===== src/rtl/pipeline_hazard_ctrl_pkg.sv =====
// rtl/pipeline_hazard_ctrl_pkg.sv - shared encodings and tracker types for the hazard scheduler
package pipeline_hazard_ctrl_pkg;

  localparam int REG_W = 5;

  // EX operand source select
  localparam logic [1:0] FWD_RF  = 2'd0;
  localparam logic [1:0] FWD_EXM = 2'd1;
  localparam logic [1:0] FWD_MWB = 2'd2;

  typedef enum logic [1:0] {
    HZ_RUN      = 2'd0,
    HZ_LU_STALL = 2'd1,
    HZ_MD_WAIT  = 2'd2,
    HZ_MEM_HOLD = 2'd3
  } hz_state_e;

  // One in-flight register writer: does it write, where, and is it a load
  typedef struct packed {
    logic             valid;
    logic [REG_W-1:0] dst;
    logic             load;
  } trk_t;

  localparam trk_t TRK_NONE = '0;

  // A source depends on a writer only if it is really read and is not $0
  function automatic logic src_hit(input logic use_src, input trk_t trk,
                                   input logic [REG_W-1:0] src);
    return use_src && trk.valid && (trk.dst == src) && (src != '0);
  endfunction

endpackage


===== src/rtl/pipeline_hazard_ctrl_md_busy_counter.sv =====
// rtl/pipeline_hazard_ctrl_md_busy_counter.sv - mul/div occupancy counter with pending destination
module md_busy_counter
  import pipeline_hazard_ctrl_pkg::*;
#(
  parameter int MUL_LAT = 3,
  parameter int DIV_LAT = 32,
  parameter int CNT_W   = 6
) (
  input  logic             sys_clk,
  input  logic             rst_n,
  input  logic             issue_i,
  input  logic             is_div_i,
  input  logic             freeze_i,
  input  logic             dst_valid_i,
  input  logic [REG_W-1:0] dst_i,
  output logic             busy_o,
  output logic             last_o,
  output logic             dst_valid_o,
  output logic [REG_W-1:0] dst_o
);

  localparam logic [CNT_W-1:0] MUL_CNT = CNT_W'(MUL_LAT);
  localparam logic [CNT_W-1:0] DIV_CNT = CNT_W'(DIV_LAT);
  localparam logic [CNT_W-1:0] ONE_CNT = CNT_W'(1);

  logic [CNT_W-1:0] cnt_q, cnt_d;
  logic [REG_W-1:0] dst_q, dst_d;
  logic             dst_v_q, dst_v_d;

  // Load on issue, otherwise count down on every unfrozen cycle
  always_comb begin
    cnt_d   = cnt_q;
    dst_d   = dst_q;
    dst_v_d = dst_v_q;
    if (issue_i) begin
      cnt_d   = is_div_i ? DIV_CNT : MUL_CNT;
      dst_d   = dst_i;
      dst_v_d = dst_valid_i;
    end else if (!freeze_i && (cnt_q != '0)) begin
      cnt_d = cnt_q - ONE_CNT;
    end
  end

  // Counter and pending-destination registers
  always_ff @(posedge sys_clk) begin
    if (!rst_n) begin
      cnt_q   <= '0;
      dst_q   <= '0;
      dst_v_q <= 1'b0;
    end else begin
      cnt_q   <= cnt_d;
      dst_q   <= dst_d;
      dst_v_q <= dst_v_d;
    end
  end

  assign busy_o      = (cnt_q != '0);
  assign last_o      = (cnt_q == ONE_CNT);
  assign dst_valid_o = dst_v_q;
  assign dst_o       = dst_q;

endmodule


===== src/rtl/pipeline_hazard_ctrl.sv =====
// rtl/pipeline_hazard_ctrl.sv - ID-stage hazard scheduler: forwarding, stalls, flushes, freeze
module pipeline_hazard_ctrl
  import pipeline_hazard_ctrl_pkg::*;
#(
  parameter int MUL_LAT = 3,
  parameter int DIV_LAT = 32,
  parameter int CNT_W   = 6
) (
  input  logic             sys_clk,
  input  logic             rst_n,
  input  logic             id_valid,
  input  logic [REG_W-1:0] id_rs,
  input  logic [REG_W-1:0] id_rt,
  input  logic             id_uses_rs,
  input  logic             id_uses_rt,
  input  logic             id_reg_write,
  input  logic [REG_W-1:0] id_reg_dst,
  input  logic             id_mem_to_reg,
  input  logic             id_is_mul,
  input  logic             id_is_div,
  input  logic             ex_br_taken,
  input  logic             mem_wait,
  output logic             stall_if,
  output logic             stall_id,
  output logic             bubble_ex,
  output logic             flush_id,
  output logic             is_stalling,
  output logic [1:0]       fwd_a,
  output logic [1:0]       fwd_b,
  output logic             md_busy
);

  trk_t             ex_trk_q, ex_trk_d, mem_trk_q, mem_trk_d, md_trk;
  hz_state_e        state_q, ret_q;
  logic             md_busy_w, md_last_w, md_dst_v_w;
  logic [REG_W-1:0] md_dst_w;
  logic             ex_hit_a, ex_hit_b, mem_hit_a, mem_hit_b;
  logic             lu_hit, md_is_op, md_rd_hit, md_stall, md_issue;
  logic             unused_mem_load;

  // The load flag only matters while the writer is in EX
  assign unused_mem_load = mem_trk_q.load;

  // Memory back-pressure freezes the whole pipe, even during reset
  assign is_stalling = mem_wait;

  // Hazard detection, stall/flush priority and forwarding selects
  always_comb begin
    md_trk    = '{valid: md_dst_v_w, dst: md_dst_w, load: 1'b0};
    ex_hit_a  = src_hit(id_uses_rs, ex_trk_q, id_rs);
    ex_hit_b  = src_hit(id_uses_rt, ex_trk_q, id_rt);
    mem_hit_a = src_hit(id_uses_rs, mem_trk_q, id_rs);
    mem_hit_b = src_hit(id_uses_rt, mem_trk_q, id_rt);
    lu_hit    = ex_trk_q.load && (ex_hit_a || ex_hit_b);
    md_is_op  = id_valid && (id_is_mul || id_is_div);
    md_rd_hit = src_hit(id_uses_rs, md_trk, id_rs) || src_hit(id_uses_rt, md_trk, id_rt);
    md_stall  = md_busy_w && (md_is_op || md_rd_hit);
    stall_if  = 1'b0;
    stall_id  = 1'b0;
    bubble_ex = 1'b0;
    flush_id  = 1'b0;
    if (!rst_n) begin
      stall_if = 1'b0;
    end else if (mem_wait) begin
      stall_if = 1'b1;
      stall_id = 1'b1;
    end else if (ex_br_taken) begin
      // the instruction in ID is wrong-path, so any stall it would cause is moot
      flush_id  = 1'b1;
      bubble_ex = 1'b1;
    end else if (lu_hit || md_stall) begin
      stall_if  = 1'b1;
      stall_id  = 1'b1;
      bubble_ex = 1'b1;
    end
    fwd_a   = !rst_n ? FWD_RF : ex_hit_a ? FWD_EXM : mem_hit_a ? FWD_MWB : FWD_RF;
    fwd_b   = !rst_n ? FWD_RF : ex_hit_b ? FWD_EXM : mem_hit_b ? FWD_MWB : FWD_RF;
    md_busy = rst_n && md_busy_w;
  end

  assign md_issue = rst_n && md_is_op && !stall_id && !flush_id;

  // Tracker shift: ID writer enters EX unless bubbled, EX moves to MEM
  always_comb begin
    ex_trk_d  = ex_trk_q;
    mem_trk_d = mem_trk_q;
    if (!mem_wait) begin
      mem_trk_d = ex_trk_q;
      ex_trk_d  = bubble_ex ? TRK_NONE
                : '{valid: id_valid && id_reg_write, dst: id_reg_dst, load: id_mem_to_reg};
    end
  end

  // Tracker registers
  always_ff @(posedge sys_clk) begin
    if (!rst_n) begin
      ex_trk_q  <= TRK_NONE;
      mem_trk_q <= TRK_NONE;
    end else begin
      ex_trk_q  <= ex_trk_d;
      mem_trk_q <= mem_trk_d;
    end
  end

  md_busy_counter #(
    .MUL_LAT(MUL_LAT),
    .DIV_LAT(DIV_LAT),
    .CNT_W  (CNT_W)
  ) u_md_cnt (
    .sys_clk    (sys_clk),
    .rst_n      (rst_n),
    .issue_i    (md_issue),
    .is_div_i   (id_is_div),
    .freeze_i   (mem_wait),
    .dst_valid_i(id_reg_write),
    .dst_i      (id_reg_dst),
    .busy_o     (md_busy_w),
    .last_o     (md_last_w),
    .dst_valid_o(md_dst_v_w),
    .dst_o      (md_dst_w)
  );

  // Scheduler state; MEM_HOLD remembers where to resume once memory is ready
  always_ff @(posedge sys_clk) begin
    if (!rst_n) begin
      state_q <= HZ_RUN;
      ret_q   <= HZ_RUN;
    end else if (state_q == HZ_MEM_HOLD) begin
      if (!mem_wait) state_q <= ret_q;
    end else if (mem_wait) begin
      ret_q   <= (state_q == HZ_MD_WAIT) ? HZ_MD_WAIT : HZ_RUN;
      state_q <= HZ_MEM_HOLD;
    end else begin
      case (state_q)
        HZ_RUN: begin
          if (ex_br_taken)   state_q <= HZ_RUN;
          else if (lu_hit)   state_q <= HZ_LU_STALL;
          else if (md_issue) state_q <= HZ_MD_WAIT;
        end
        HZ_LU_STALL: state_q <= HZ_RUN;
        HZ_MD_WAIT:  if (md_last_w) state_q <= HZ_RUN;
        default:     state_q <= HZ_RUN;
      endcase
    end
  end

endmodule


===== config.mk =====
export PLATFORM = sky130hd
export DESIGN_NAME = pipeline_hazard_ctrl
export DESIGN_NICKNAME = d
export VERILOG_FILES = /design/src/rtl/pipeline_hazard_ctrl_pkg.sv /design/src/rtl/pipeline_hazard_ctrl_md_busy_counter.sv /design/src/rtl/pipeline_hazard_ctrl.sv
export SDC_FILE = /design/constraint.sdc
export NUM_CORES = 1
export LEC_CHECK = 0
export CORE_ASPECT_RATIO = 1.25
export CORE_UTILIZATION = 54
export CTS_CLUSTER_DIAMETER = 150
export DETAILED_ROUTE_END_ITERATION = 16
export GPL_TIMING_DRIVEN = 0
export HOLD_SLACK_MARGIN = 0.05
export PLACE_DENSITY_LB_ADDON = 0.15
export SYNTH_ARGS = -nofsm -noshare
export SYNTH_HDL_FRONTEND = slang
export SYNTH_SLANG_ARGS = --single-unit
export TNS_END_PERCENT = 50

===== constraint.sdc =====
create_clock -name sys_clk -period 8.7 [get_ports sys_clk]
set_clock_uncertainty 0.15 [all_clocks]
set_input_delay 2.61 -clock sys_clk [delete_from_list [all_inputs] [get_ports sys_clk]]
set_output_delay 2.61 -clock sys_clk [all_outputs]
set_load 0.05 [all_outputs]

==> run summary <==
Run status - completed
Largest net degree at the start of global routing - 17
Final setup violation count - 0
Flop pwr share - 0.400
Pins Over Slew Limit - 0
Hold_buf cts - 0
Most common cell after layout, fill and taps aside - clkdlybuf4s50_1
Maximum vdd ir drop - 0.133 mV
Core Area - 0.00273 mm²
Main combinational cell family by area after synthesis - simple AND/OR/NAND/NOR gates
Layout cells sized above 1 - 0.0804
RSZ-0062 raised after global routing - no
Port buffer count - 35
GRT Overall Usage - 0.302
Final worst path period need - 8.43 ns
CP arrival - 5.67 ns
Rel. slew slack - 0.580
Total Routed Length - 4380 µm
Detail Route Antenna Nets - 0
Number of global-route vias before repair - 1,576
Drt first pass iters - 4
Final nets - 253
CTS tree - built
Worst min path class - reg2reg
Cells after Synth - 185
Sequential fraction of the synthesis area - 0.315
Die height - 62.7 µm
Area delta synth->final - 26.7%
Clock power share - 0.149
Post-synthesis mux area share - 0.0378
Final Hold Viols - 0
CP Launch Type - input pin
Initial Util - 0.582
Synth top area cells - dfxtp_1 31%, xnor2_1 14%, xor2_1 5.0%, nand3_1 4.1%, mux2i_1 3.8%
Syn Nets - 213
Most frequent cells in the layout - 35 x clkdlybuf4s50_1, 26 x xnor2_1, 25 x dfxtp_1
Via count - 1,580
Die X - 50.5 µm
Clk slew on worst S/H paths - 0.15 ns
TNS Setup - 0 ns
Crit path max-delay cell type - clkdlybuf4s50_1
Cell Pwr Density - 189 mW/mm²
Crit. End Element - output port
Routed len/inst - 17.0 µm
Mapped Avg Cell Area - 8.59 µm²
Post-Synth XOR/XNOR Area - 0.193
Initial antenna violation count - 0
Crit-path cells - clkdlybuf4s50_1, xnor2_1, nand4_1, nor3_1, o21ai_4, buf_6, a21oi_1, o21a_1, buf_4, clkdlybuf4s50_1
WHS - 0.392 ns
Clk Latency, worst-skew pair - 0.34 ns
1st-iter DRT viols - 41
Post-cts resize count - 0
IO Count - 36
Cell area after synthesis - 0.00159 mm²
Max-cap violations - 0
DIE AREA - 0.00317 mm²
Post-synthesis adder-cell area fraction - 0.0157
Least-Margin Pin Slew - 0.625 ns
Max Clk Rate - 0.119 GHz
Slowest stage delay, CP - 0.81 ns
Vias per cell - 6.12
Routability-driven placement congestion ratio - 0.932
Switching Share - 0.397
First-pass GRT wire length - 7220 µm
FF+latch count, synth - 25
Dpl hpwl - 3430 µm
Deepest clock path buffer count - 2
Pint - 229 µW
Postcts setup bufs - 0
Combinational Power Share - 0.451
Sink Count - 25
Synth unique cells - 36
Clock Root Buffer - clkbuf_4
Drt drc - 0
Num rows - 21
Most used cell, CP - clkdlybuf4s50_1
CP Class - in2out
Crit path required time - 5.94 ns
Simple-gate share of the synthesized area - 0.249
Post-synth top area cell - dfxtp_1
P_sw - 151 µW
H-tree depth - 1
Global route overflow - 0
Antenna cell count - 0
Leakage - 0.000693 µW
Worst-path fanout max - 10
Final period util - 0.969
Post-synthesis compound-gate area fraction - 0.146
YS warnings - 0
Area share of the largest cell type after synthesis - 0.315
CTS buffer count - 3
flip-flops by register name (all words and copies together) (netlist names):
signal                count
u_md_cnt.dst_o            5
u_md_cnt.cnt_q            6
u_md_cnt.dst_valid_o      1
ex_trk_q                  7
mem_trk_q                 6
kinds of logic (layout without fill, tap and decap cells):
| kind of cell | Yosys count | after routing |
|---|---|---|
| compound gates | 36 | 36 |
| xor+xnor | 35 | 35 |
| fa+ha+maj | 2 | 2 |
| buf+inv | 14 | 53 |
| flops | 25 | 25 |
| mux | 6 | 6 |
| simple gates | 67 | 67 |
path summary, 6_finish.rpt:
kind / from / end / slack, ns / cells past startpoint
worst max-delay path: id_rs[4] / stall_if / 0.27 / 10
worst min-delay path: u_md_cnt.dst_valid_o / u_md_cnt.dst_valid_o / 0.39 / 2
worst max register to register: ex_trk_q[5] / u_md_cnt.cnt_q[0] / 6.41 / 6
worst min register to register: u_md_cnt.dst_valid_o / u_md_cnt.dst_valid_o / 0.39 / 2
through the flow:
step	utilization	instance area, µm²	worst slack (ns)	cells	power [µW]
after floorplan	-	1590	1.40	185	276
after global placement	0.725	1980	0.417	254	318
after detailed placement	0.725	1980	0.331	254	324
after CTS	0.737	2010	0.326	258	380
after global routing	0.737	2010	0.163	258	400
final	0.737	2010	0.274	258	380
metal layers:
layer | vias to the layer above | share of wire | GRT usage
li1 | 740 | - | -
met1 | 730 | 0.38 | 0.345
met2 | 82 | 0.50 | 0.512
met3 | 28 | 0.060 | 0.0438
met4 | 0 | 0.059 | 0.191
met5 | - | 0 | 0
critical path: cells and delay by family:
family	cells	cell delay, ns
compound gates	3	0.43
simple gates	2	0.73
buf+inv	4	1.72
xor+xnor	1	0.17
power by group through the flow:
stage | clock (µW) | combinational, µW | sequential [µW]
floorplan | 0 | 126 | 150
global placement | 0 | 165 | 153
detailed placement | 0 | 170 | 154
CTS | 57.1 | 171 | 152
global route | 60.7 | 186 | 153
finish | 56.4 | 171 | 152
cell type report:
cell class	count	area [µm²]
clock inverter	1	8.76
multi-input combinational	146	1020
tap	34	42.5
clock buffer	3	22.5
fill	229	719
buffer	9	50.0
timing repair buffer	35	350
sequential	25	500
inverter	5	18.8
synthesized netlist by cell type:
cell      instances
o21a_1            3
nand3b_1          5
nor4_4            2
buf_4             2
buf_2             1
buf_6             1
and3_1            4
nand3_2           1
buf_1             2
o31ai_2           1
nand2_2           1
clkinv_1          1
nand2b_1          1
inv_1             4
nor4_1            4
nor2_1            8
xnor2_1          26
dfxtp_1          25
xor2_1            9
o21ai_4           2
o21ai_1          12
a31oi_1           1
or4_4             1
o21ai_0           2
nand3_1          13
o31ai_1           1
or4_1             2
nand2_1           9
clkbuf_1          3
a32oi_1           1
ha_1              2
nor3_1           10
a21oi_1          11
nand4_1           6
o21ai_2           2
mux2i_1           6
Power figures use the tool's default switching activity.
